## config.mk

```make
export PLATFORM = sky130hd
export DESIGN_NAME = rob_complete_arbiter
export DESIGN_NICKNAME = d
export VERILOG_FILES = /design/src/rtl/rob_complete_arbiter.sv
export SDC_FILE = /design/constraint.sdc
export NUM_CORES = 1
export LEC_CHECK = 0
export CAP_MARGIN = 30
export CELL_PAD_IN_SITES_DETAIL_PLACEMENT = 1
export CELL_PAD_IN_SITES_GLOBAL_PLACEMENT = 1
export CORE_ASPECT_RATIO = 0.9
export CORE_UTILIZATION = 30
export DETAILED_ROUTE_END_ITERATION = 8
export PLACE_DENSITY = 0.85
export SLEW_MARGIN = 20
export SYNTH_ARGS = -nofsm -noshare
export SYNTH_HDL_FRONTEND = slang
export SYNTH_SLANG_ARGS = --single-unit
```

## constraint.sdc

```tcl
create_clock -name clk -period 7.1 [get_ports clk]
set_input_delay 1.42 -clock clk [delete_from_list [all_inputs] [get_ports clk]]
set_output_delay 1.42 -clock clk [all_outputs]
set_load 0.02 [all_outputs]
```

## src/rtl/rob_complete_arbiter.sv

```systemverilog
// rob_complete_arbiter: round-robin merge of unit completions onto the ROB port.
// Ports: clk/rst/flush; per-unit req_* in, req_ready out; registered ex_* out; completions.
module rob_complete_arbiter #(
  parameter  int NUM_UNITS  = 4,
  parameter  int RS_ENTRIES = 16,
  parameter  int DATA_W     = 32,
  parameter  int CNT_W      = 32,
  localparam int IDX_W      = $clog2(RS_ENTRIES),
  localparam int PTR_W      = $clog2(NUM_UNITS)
) (
  input  logic                        clk,
  input  logic                        rst,
  input  logic                        flush,
  input  logic [NUM_UNITS-1:0]        req_valid,
  output logic [NUM_UNITS-1:0]        req_ready,
  input  logic [NUM_UNITS*IDX_W-1:0]  req_entry_index,
  input  logic [NUM_UNITS*DATA_W-1:0] req_ex_val,
  input  logic [NUM_UNITS-1:0]        req_br_mispred,
  input  logic [NUM_UNITS-1:0]        req_exception,
  output logic                        ex_valid,
  output logic [IDX_W-1:0]            entry_index,
  output logic [DATA_W-1:0]           ex_val,
  output logic                        br_mispred,
  output logic                        exception,
  output logic [CNT_W-1:0]            completions
);

  localparam logic [PTR_W-1:0] LAST = PTR_W'(NUM_UNITS-1);

  logic [PTR_W-1:0]     rr_ptr;
  logic [PTR_W-1:0]     gnt_idx;
  logic [PTR_W-1:0]     probe;
  logic [PTR_W-1:0]     nxt_ptr;
  logic                 found;
  logic                 xfer;
  logic [NUM_UNITS-1:0] gnt_oh;
  logic [IDX_W-1:0]     sel_idx;
  logic [DATA_W-1:0]    sel_val;
  logic                 sel_bm;
  logic                 sel_ex;

  // Walk the units starting at rr_ptr; first valid one wins.
  always_comb begin
    found   = 1'b0;
    gnt_idx = '0;
    probe   = rr_ptr;
    for (int i = 0; i < NUM_UNITS; i++) begin
      if (!found && req_valid[probe]) begin
        found   = 1'b1;
        gnt_idx = probe;
      end
      probe = (probe == LAST) ? '0 : probe + PTR_W'(1);
    end
  end

  always_comb begin
    gnt_oh = '0;
    if (found && !flush && !rst)
      gnt_oh[gnt_idx] = 1'b1;
  end

  assign req_ready = gnt_oh;
  assign xfer      = |gnt_oh;
  assign nxt_ptr   = (gnt_idx == LAST) ? '0 : gnt_idx + PTR_W'(1);

  always_comb begin
    sel_idx = '0;
    sel_val = '0;
    sel_bm  = 1'b0;
    sel_ex  = 1'b0;
    for (int u = 0; u < NUM_UNITS; u++) begin
      if (gnt_oh[u]) begin
        sel_idx = req_entry_index[u*IDX_W +: IDX_W];
        sel_val = req_ex_val[u*DATA_W +: DATA_W];
        sel_bm  = req_br_mispred[u];
        sel_ex  = req_exception[u];
      end
    end
  end

  always_ff @(posedge clk) begin
    if (rst) begin
      ex_valid    <= 1'b0;
      entry_index <= '0;
      ex_val      <= '0;
      br_mispred  <= 1'b0;
      exception   <= 1'b0;
      completions <= '0;
      rr_ptr      <= '0;
    end else begin
      ex_valid <= xfer;
      if (xfer) begin
        entry_index <= sel_idx;
        ex_val      <= sel_val;
        br_mispred  <= sel_bm;
        exception   <= sel_ex;
        rr_ptr      <= nxt_ptr;
        completions <= completions + CNT_W'(1);
      end
    end
  end

endmodule

```

# Word level (Yosys, flattened, before mapping)

Index checks and enable logic that the tools add are counted.

Output and inout bits: 75
Register bits after elaboration: 73
Logic and storage cells: 73
Input bits: 159

Eq/ne operators: 4
Add/subtract/negate cells: 5
$lt $le $gt $ge: 6
Reductions and logical operators: 12
Multiplexer cells: 39

Operators with widths:

| cell                    | number |
|---|---|
| $mux W32                | 4 |
| $add A32 B1 Y32 const B | 1 |
| $mux W4                 | 5 |
| $mux W1                 | 17 |
| $mux W2                 | 8 |
| $lt A2 B3 Y1 const B    | 5 |
| $add A2 B1 Y2 const B   | 4 |
| $bmux W1 S2             | 4 |
| $eq A2 B2 Y1 const B    | 4 |
| $logic_and A1 B1 Y1     | 6 |
| $logic_not A1 Y1        | 5 |
| $reduce_or A4 Y1        | 1 |
| $demux W1 S2            | 1 |
| $ge A2 B1 Y1 const B    | 1 |

# Depth between registers and ports, before layout

Depth in word-level cells: 21
Depth in mapped cells: 15

# Worst setup path after synthesis

Ideal clock, no wire load.

Path type: input port to output port
Start: input port req_valid[1]
End: output port req_ready[1]
Data required time: 5680 ps
Stages on the path: 9
Slack: 2216 ps
Arrival: 3464 ps
Path buffers: 3
Path through: mux2i_1 -> mux2i_1 -> nor3_1 -> a221oi_1 -> ha_1 -> clkbuf_1 -> clkbuf_1 -> clkbuf_1 -> and3_1

Longest elaborated chain between the ends: 17
Elaborated cells between the ends (all ways): 30

RTL lines:

| item                                                               | RTL line | source |
|---|---|---|
| start: declaration                                                 | 14       | `input logic [NUM_UNITS-1:0] req_valid,` |
| $bmux W1 S2                                                        | 48       | `if (!found && req_valid[probe]) begin` |
| $mux W1 (implied by the code)                                      | 48       |  |
| $mux W1                                                            | 48       |  |
| $logic_not A1 Y1                                                   | 48       |  |
| $logic_and A1 B1 Y1                                                | 48       |  |
| $mux W1                                                            | 48       |  |
| $logic_not A1 Y1                                                   | 48       |  |
| $logic_and A1 B1 Y1                                                | 48       |  |
| $mux W1                                                            | 48       |  |
| $logic_not A1 Y1                                                   | 48       |  |
| $logic_and A1 B1 Y1                                                | 48       |  |
| $mux W2                                                            | 48       |  |
| $lt A2 B3 Y1 (implied by the code) or $ge A2 B1 Y1 (tied branches) | 59       | `gnt_oh[gnt_idx] = 1'b1;` |
| $logic_and A1 B1 Y1 (implied by the code)                          | 59       |  |
| $mux W1 (implied by the code)                                      | 59       |  |
| $demux W1 S2                                                       | 59       |  |
| $mux W4 *                                                          | 58       | `if (found && !flush && !rst)` |
| end: declaration                                                   | 15       | `output logic [NUM_UNITS-1:0] req_ready,` |

Mark *: on every way between the ends. The rest lies on a longest branch, timed or not. The select of a mux whose other input is x is not followed.

# Worst setup path in the final report

Start: input port req_valid[3]
End: output port req_ready[3]

The elaborated chain is that of the path after synthesis.

==> key figures <==
Logic synthesis
  • Area leader, netlist: dfxtp_1
  • Mapped Area: 4240 um2
  • Synth top area cells: dfxtp_1, mux2i_1, a21oi_1
  • EDFF count, synth: 0
  • Yosys cell types: 51
  • Synth Instances: 494
  • Avg Cell Area, Syn: around 8.6 um2
  • Predominant post-synthesis flop cell: dfxtp_1
  • Synth Net Count: 659
  • Synth async-reset ratio: 0%
  • Synth top area share: 34.4%
  • #FFs+latches synth: 73
  • Post-synthesis sequential area ratio: 34.4%
  • Yosys warns: 0

Cells and area
  • Diodes inserted: 0
  • Fillers: ~1600
  • Final #Nets: around 860
  • Multi-input logic area: 2580 um2
  • Register area: between 1000 and 1500 um2
  • Area delta synth->final: 63.8%
  • Most common cell after layout, fill and taps aside: clkdlybuf4s50_1
  • Layout cells sized above 1: 3.99%
  • Post-route cell area: 6950 um2
  • Commonest non-fill, non-tap cells in the layout: clkdlybuf4s50_1, dfxtp_1, a21oi_1

Placed design
  • Post-DP HPWL: 13.1 mm
  • PortBufs: 233
  • Placed instance area: 6700 um2
  • Gpl congestion: 0.890
  • Post-place setup slack: around 940 ps

Clocking
  • PostCTS Resize Cnt: 0
  • Num CTS Buffers: 9
  • Setup Buffers After CTS: 0
  • H-tree Lvls: 3
  • Clock Tree Buf Depth: 2
  • Hold Buf Count CTS: 0
  • Clk sinks: 73
  • Worst-skew pair later-pin latency: 340 ps
  • Clock-pin slew on the worst setup and hold paths: 50 ps
  • CTS Root Cell: clkbuf_16
  • CTS tree: built

Detailed routing
  • Post-route ant nets: 0
  • Initial DRT Pass Iterations: 4
  • Drt wl/cell: 19.2 um
  • Vias per cell: 5.62
  • Routed WL: 17.1 mm
  • Via count: ~5000
  • DR DRC count: 0
  • Initial DRC Count: 262

Timing
  • Final Worst Setup Slack: 904 ps
  • RSZ-0062 raised after global routing: false
  • Setup TNS: 0 ps
  • Final Max Slew Viols: 0
  • Clock skew: 3.61 ps
  • Worst-margin pin slew: about 900 ps
  • Final setup vio count: 0
  • Final hold violations: 0
  • Max Clk Rate: 0.161 GHz
  • Slew Limit Headroom: 39.6%
  • Tmin final: slightly above 6000 ps
  • Final worst path period share: 87.3%

Power and ir drop
  • P_int: 1.09 mW
  • Sw Pwr: 615 uW
  • Combinational share of power: 46.3%
  • Sw Ratio: 36.0%
  • Sequential power share: approximately 30%
  • Pwr Density: 246 nW/um2
  • Clk pwr share: 23.5%
  • Peak supply drop: 0.125 mV
  • Pleak: 2.30 nW

Critical path
  • Critical Path AT: about 4800 ps
  • Crit Path Max Fanout: 22
  • Cells on worst reg2reg path: 13
  • Startpoint class of the critical path: input port
  • Launching point of the worst reg2reg path: rr_ptr[0]
  • Worst path required time: roughly 5700 ps
  • Kind of critical path: in2out
  • Worst R2R End: ex_val[6]
  • R2r setup slk: 2510 ps
  • Crit end category: output pin

Worst hold path
  • Hold WC Path Type: reg2reg
  • Hold_sp: ex_val[26]
  • Hold depth: 1
  • Worst Hold Path EP: ex_val[26]

Global routing
  • First-pass GRT wire length: 27.4 mm
  • Initial antenna violation count: 0
  • Tot GR Track Use: 23.6%
  • Largest net degree at the start of global routing: 57
  • Grt total ovfl: 0
  • Vias in the first global route: between 5000 and 6000

Floorplanning
  • Die area: 14600 um2
  • Row count: 40
  • Core box area: 13600 um2
  • Die X: 127 um
  • Initial core utilization: approximately 31%
  • I/O pins: 234
  • Die Ht: 115 um

Flow run
  • Max Cap Violations: 0

Outcome
  • Status: completed
==> logic make-up after synthesis <==
group	Yosys count	share of synthesized area (%)
compound gates	171	30.4
simple gates	162	21.7
flops	73	34.4
buf+inv	55	5.28
mux	27	6.43
fa+ha+maj	6	1.77
==> power groups by stage <==
stage / combinational, mW / clock (mW) / sequential, mW
final: 0.791 / 0.402 / 0.515
after global routing: 0.855 / 0.429 / 0.524
after CTS: 0.800 / 0.411 / 0.515
after detailed placement: 0.797 / 0 / 0.521
after global placement: 0.775 / 0 / 0.519
after floorplan: 0.389 / 0 / 0.589
==> metal layers <==
metal / part of all wire (%) / GRT usage (%) / up-vias
li1: - / - / 2377
met1: 41 / 26.5 / 2423
met2: 51 / 44.2 / 186
met3: 6.9 / 6.19 / 17
met4: 1.3 / 5.95 / 0
met5: 0 / 0 / -
==> worst max path at each step <==
stage	from	endpoint	slack, ps	cells after the start
finish	req_valid[3]	req_ready[3]	900	9
global placement	req_valid[3]	req_ready[3]	1160	9
global route	req_valid[3]	req_ready[3]	790	9
floorplan	req_valid[1]	req_ready[1]	2220	9
CTS	req_valid[3]	req_ready[3]	900	9
detailed placement	req_valid[3]	req_ready[3]	940	9
==> state kept, by name, indices dropped and copies added, names as in the netlist <==
| name | count |
|---|---|
| completions | 32 |
| ex_valid | 1 |
| entry_index | 4 |
| br_mispred | 1 |
| ex_val | 32 |
| exception | 1 |
| rr_ptr | 2 |
==> synthesized netlist by cell type (all sizes together) (13+ instances only) <==
cell and n:
o221ai 20, nor3 20, nor2b 20, o31ai 20, a221o 20, a21oi 49
nand2 37, nand3 19, dfxtp 73, a221oi 19, mux2i 25, o2bb2ai 18
clkbuf 33, or4 17, buf 13
==> final cells by class <==
class / instances / area share, %
Clock inverter: 1 / 0.0720
Timing Repair Buffer: 240 / 34.3
Tap cell: 189 / 3.40
Inverter: 9 / 0.486
Clock buffer: 12 / 3.55
Multi-Input combinational cell: 366 / 37.1
Sequential cell: 73 / 21.0
==> per-stage QoR <==
| step | power, mW | cells | hold WS, ps | utilization, % |
|---|---|---|---|---|
| CTS | 1.73 | 890 | 468 | 51.2 |
| global placement | 1.29 | 877 | 443 | 49.4 |
| detailed placement | 1.32 | 877 | 450 | 49.4 |
| floorplan | 0.979 | 494 | 508 | - |
| global route | 1.81 | 890 | 485 | 51.2 |
| finish | 1.71 | 890 | 465 | 51.2 |
==> critical path, cell delays in order <==
cell	delay, ps
clkdlybuf4s50_1	590
mux2i_1	150
mux2i_1	420
nor3_1	120
a221oi_1	600
ha_1	280
inv_1	330
nor2_1	220
clkdlybuf4s50_1	620
No activity file was read; power rests on OpenSTA's default activity.
